===== src/rtl/uart_receive_pkg.sv =====
// Shared types and frame constants for the 8N1 serial receiver.
// State encoding plus the line levels that define a frame.
package uart_receive_pkg;

  typedef enum logic [1:0] {
    IDLE  = 2'd0,
    START = 2'd1,
    DATA  = 2'd2,
    STOP  = 2'd3
  } rx_state_t;

  localparam int   DATA_BITS  = 8;
  localparam logic STOP_LEVEL = 1'b1;
  localparam logic IDLE_LEVEL = 1'b1;

endpackage


===== src/rtl/uart_receive_rx_sync.sv =====
// Two-flop synchronizer on the serial pin plus falling-edge detect.
// All flops reset to the idle line level so reset never fakes a start.
module rx_sync
  import uart_receive_pkg::*;
(
  input  logic i_clk,
  input  logic i_rst_n,
  input  logic i_rx,
  output logic o_line,
  output logic o_fall
);

  logic r_meta;
  logic r_sync;
  logic r_prev;

  // Bring the pin into the clock domain and keep one old copy.
  always_ff @(posedge i_clk) begin
    if (!i_rst_n) begin
      r_meta <= IDLE_LEVEL;
      r_sync <= IDLE_LEVEL;
      r_prev <= IDLE_LEVEL;
    end else begin
      r_meta <= i_rx;
      r_sync <= r_meta;
      r_prev <= r_sync;
    end
  end

  assign o_line = r_sync;
  assign o_fall = r_prev & ~r_sync;

endmodule


===== src/rtl/uart_receive.sv =====
// 8N1 serial receiver: frames start, 8 data bits LSB first, stop.
// Each good byte is presented with a one-cycle valid strobe.
module uart_receive
  import uart_receive_pkg::*;
#(
  parameter int CLOCKS_PER_BIT = 10
) (
  input  logic       clock,
  input  logic       reset,
  input  logic       rx,
  output logic [7:0] rxdata,
  output logic       rxvalid,
  output logic       rxerror,
  output logic       rxbusy
);

  localparam int CW = $clog2(CLOCKS_PER_BIT);
  localparam logic [CW-1:0] RELOAD  = CW'(CLOCKS_PER_BIT - 1);
  localparam logic [CW-1:0] HALF_M1 = CW'(CLOCKS_PER_BIT / 2 - 1);
  localparam logic [2:0]    LAST    = 3'(DATA_BITS - 1);

  logic w_line;
  logic w_fall;
  logic w_zero;

  rx_state_t r_state, w_state_n;
  logic [CW-1:0]        r_cnt, w_cnt_n;
  logic [2:0]           r_bit, w_bit_n;
  logic [DATA_BITS-1:0] r_shift, w_shift_n;
  logic [DATA_BITS-1:0] r_data, w_data_n;
  logic                 r_valid, w_valid_n;
  logic                 r_error, w_error_n;

  rx_sync u_sync (
    .i_clk   (clock),
    .i_rst_n (reset),
    .i_rx    (rx),
    .o_line  (w_line),
    .o_fall  (w_fall)
  );

  assign w_zero = (r_cnt == '0);

  // Frame sequencing: each phase waits out its counter, then samples.
  always_comb begin
    w_state_n = r_state;
    w_cnt_n   = r_cnt;
    w_bit_n   = r_bit;
    w_shift_n = r_shift;
    w_data_n  = r_data;
    w_valid_n = 1'b0;
    w_error_n = 1'b0;
    unique case (r_state)
      IDLE: begin
        if (w_fall) begin
          w_state_n = START;
          w_cnt_n   = HALF_M1;
        end
      end
      START: begin
        if (!w_zero) begin
          w_cnt_n = r_cnt - 1'b1;
        end else if (!w_line) begin
          w_state_n = DATA;
          w_cnt_n   = RELOAD;
          w_bit_n   = '0;
        end else begin
          w_state_n = IDLE;
        end
      end
      DATA: begin
        if (!w_zero) begin
          w_cnt_n = r_cnt - 1'b1;
        end else begin
          w_shift_n = {w_line, r_shift[DATA_BITS-1:1]};
          w_cnt_n   = RELOAD;
          if (r_bit == LAST) begin
            w_state_n = STOP;
          end else begin
            w_bit_n = r_bit + 1'b1;
          end
        end
      end
      STOP: begin
        if (!w_zero) begin
          w_cnt_n = r_cnt - 1'b1;
        end else begin
          w_state_n = IDLE;
          if (w_line == STOP_LEVEL) begin
            w_data_n  = r_shift;
            w_valid_n = 1'b1;
          end else begin
            w_error_n = 1'b1;
          end
        end
      end
      default: w_state_n = IDLE;
    endcase
  end

  // State and datapath registers; reset drops any partial frame.
  always_ff @(posedge clock) begin
    if (!reset) begin
      r_state <= IDLE;
      r_cnt   <= '0;
      r_bit   <= '0;
      r_shift <= '0;
      r_data  <= '0;
      r_valid <= 1'b0;
      r_error <= 1'b0;
    end else begin
      r_state <= w_state_n;
      r_cnt   <= w_cnt_n;
      r_bit   <= w_bit_n;
      r_shift <= w_shift_n;
      r_data  <= w_data_n;
      r_valid <= w_valid_n;
      r_error <= w_error_n;
    end
  end

  assign rxdata  = r_data;
  assign rxvalid = r_valid;
  assign rxerror = r_error;
  assign rxbusy  = (r_state != IDLE);

endmodule


===== config.mk =====
export PLATFORM = sky130hd
export DESIGN_NAME = uart_receive
export DESIGN_NICKNAME = d
export VERILOG_FILES = /design/src/rtl/uart_receive_pkg.sv /design/src/rtl/uart_receive_rx_sync.sv /design/src/rtl/uart_receive.sv
export SDC_FILE = /design/constraint.sdc
export NUM_CORES = 1
export LEC_CHECK = 0
export CORE_UTILIZATION = 35
export DETAILED_ROUTE_END_ITERATION = 10
export GPL_TIMING_DRIVEN = 0
export REMOVE_ABC_BUFFERS = 1
export SKIP_CTS_REPAIR_TIMING = 1
export SYNTH_ARGS = -nofsm -noshare
export SYNTH_HDL_FRONTEND = slang
export SYNTH_SLANG_ARGS = --single-unit

===== constraint.sdc =====
create_clock -name clock -period 2.3 [get_ports clock]
set_clock_uncertainty 0.2 [all_clocks]
set_input_delay 0.46 -clock clock [delete_from_list [all_inputs] [get_ports clock]]
set_output_delay 0.46 -clock clock [all_outputs]
set_load 0.03 [all_outputs]

==> flow_summary.toml <==
[outcome]
status = "finished, final reports clean"

[pwr]
power_mw = 1.24
peakVddDrop_mv = 0.276
power_leakage_nw = 0.674
powerDensity_mw_per_mm2 = 749

[routing]
route.antenna.remaining_nets = 0
avgRoutedWirePerCell_um = 11.9
drc = 0
dr.pass1.iters = 5
wirelength_mm = 2.55
num_vias = 1072
viasPerCell = 5.01
dr.first_iter.drc_count = 49

[clock_network]
cts_buffer_depth = 2
h-tree-depth = 2
cts_tree = "yes"
cts_made_buffers = 5
path_clk_slew_ns = 0.06
clk_latency_ns = 0.27
cts-root-buf = "clkbuf_8"
clock-sinks = 30

[floorplan]
rows = 22
core_area_mm2 = 0.00369
dieArea_mm2 = 0.00412
io_pins = 14
die_h_um = 64.2
initial_utilization_pct = 36.7
fp.dieW_um = 64.2

[sta]
fin_crit_ns = 2.11
setup_violations = 0
final_max_slew_viol_count = 0
tightest_slew_ns = 0.750
period_share_pct = 91.6
fmax_mhz = 475
hold_viol = 0
slew_headroom_pct = 49.9
rsz0062_at_grt = "no"

[place]
gp_congestion = 0.720
dp_hpwl_mm = 1.68
portBuffers = 13
numPlacedInstances = 206

[layout]
area_delta_synth_final_pct = 22.7
fin_cells = 214
diodes = 0
fin_nets = 178
drive_above_1_share_pct = 12.7

[setup_path]
regToRegStartpoint = "r_cnt[0]$_SDFFE_PN0P_"
r2r_slack_ns = 0.19
worstPathRequired_ns = 2.30
critPathMaxFanout = 7
reg2reg_depth = 6
critPathCaptureType = "register"
startpoint_type = "register"
reg2reg_to = "r_bit[0]$_SDFFE_PN0P_"
cp.arrival_ns = 2.10
path_class = "reg2reg"

[global_route]
antenna_found_initial = 0
grt.total_usage_pct = 14.7
gr-total-overflow = 0
grt_first_pass_wirelength_mm = 4.64
grt_pass1_vias = 1030
grt_max_degree = 26

[logic_synthesis]
yosys.area.top_type = "dfxtp_1"
syn-cell-area_mm2 = 0.00135
yosysWarnings = 0
yosys.area.top_type_share_pct = 44.4
ys_ff_latch = 30
synthTopCellsByArea = "dfxtp_1 (44%), ha_1 (8.3%), nand2_1 (7.5%)"
ys_async_sr_fraction_pct = 0
avgSynthCellArea_um2 = 9.02
netlist_instances = 150
synthFlopType = "dfxtp_1"
synth_edf_count = 0
ys_seq_area_share_pct = 44.4
ys_types = 33

[min_path]
hold_depth = 1
hold_end = "u_sync.o_line$_SDFF_PN1_"
hp-start = "u_sync.r_meta$_SDFF_PN1_"
worstHoldPathType = "reg2reg"

[run]
maxCapViolCount = 0
how the worst max path moves through the flow:
stage | startpoint | end | slack (ns) | cells past startpoint
finish | r_cnt[0]$_SDFFE_PN0P_ | r_bit[0]$_SDFFE_PN0P_ | 0.19 | 6
CTS | r_state[0]$_SDFFE_PN0P_ | rxbusy | -0.18 | 4
global placement | r_cnt[0]$_SDFFE_PN0P_ | rxdata[6]$_SDFFE_PN0P_ | 0.12 | 6
detailed placement | r_state[0]$_SDFFE_PN0P_ | r_state[0]$_SDFFE_PN0P_ | 0.04 | 6
floorplan | r_state[0]$_SDFFE_PN0P_ | register | 0.27 | 6
global route | r_cnt[0]$_SDFFE_PN0P_ | r_bit[0]$_SDFFE_PN0P_ | 0.006 | 6
power by group:
group / leakage [nW] / internal, mW / switching, mW / total (mW)
clock: 0.0573 / 0.346 / 0.185 / 0.531
combinational: 0.374 / 0.0704 / 0.0925 / 0.163
sequential: 0.243 / 0.531 / 0.0178 / 0.549
total: 0.674 / 0.948 / 0.296 / 1.24
per-layer routing:
layer / vias up / part of all wire, % / track usage (%)
met2: 21 / 45 / 22.7
met4: 0 / 0.90 / 6.39
li1: 546 / - / -
met3: 2 / 4.3 / 5.54
met1: 503 / 50 / 18.3
met5: - / 0 / 0
logic make-up after synthesis:
group	synth area share, %
and+or+nand+nor	22.1
DFF	44.4
AOI/OAI and AO/OA	16.0
adders and majority gates	8.33
muxes	5.92
buffers and inverters	3.24
cell usage in the layout (no fill, tap or decap), drive strengths merged:
cell type      synthesis  final
dfxtp                 30     30
mux2i                  8      8
nor2                  15     15
or3b                   2      2
o311a                  1      1
o21bai                 2      2
or4bb                  1      1
or3                    1      1
bufinv                 0      1
nand4b                 1      1
a211oi                 1      1
nand3                  1      1
a21oi                 20     20
a21o                   1      1
ha                     9      9
a22oi                  1      1
o31ai                  1      1
or4b                   1      1
o31a                   1      1
o2111ai                1      1
nor3                   1      1
o21ba                  1      1
nand2                 27     27
or4                    2      2
or2                    2      2
clkbuf                 3      6
nor3b                  1      1
clkdlybuf4s50          0     12
a32oi                  1      1
inv                    6      6
nand2b                 4      4
buf                    2      1
o2bb2ai                1      1
dlymetal6s2s           0      1
and2                   1      1
state kept, by name, indices dropped and copies added (netlist names), named ones only:
register	flops
r_shift	8
rxdata	8
r_cnt	4
r_bit	3
r_state	1
rxerror	1
rxvalid	1
u_sync.o_line	1
u_sync.r_meta	1
u_sync.r_prev	1
through the flow:
step	hold slack (ns)	setup TNS, ns	setup slack, ns	utilization, %	instance area (um^2)
floorplan	0.186	0	0.268	-	1330
global placement	0.200	0	0.117	41.2	1520
detailed placement	0.211	0	0.0450	41.2	1520
CTS	0.231	-0.183	-0.183	44.3	1630
global route	0.252	0	0.00642	45.0	1660
finish	0.223	0	0.194	45.0	1660
cell type report:
class	count	area, um^2
Clock buffer	6	82.6
Clock inverter	1	30.0
Fill cell	380	2030
Inverter	6	22.5
Multi-Input combinational cell	109	722
Sequential cell	30	602
Tap cell	48	60.1
Timing Repair Buffer	14	140
critical path: stages, from the launching register on:
cell       delay (ns)
dfxtp_1          0.34
inv_1            0.11
ha_1             0.22
nor3b_4          0.37
o2111ai_2        0.24
or3b_1           0.41
a21oi_1          0.12
synth_stat cells (2+ instances only):
cell type / n
a21oi_1: 20
buf_2: 2
clkbuf_1: 3
dfxtp_1: 30
ha_1: 9
inv_1: 6
mux2i_1: 8
nand2_1: 27
nand2b_1: 4
nor2_1: 15
o21bai_1: 2
or2_2: 2
or4_1: 2
Note: power is estimated with default switching activity, not from simulation.
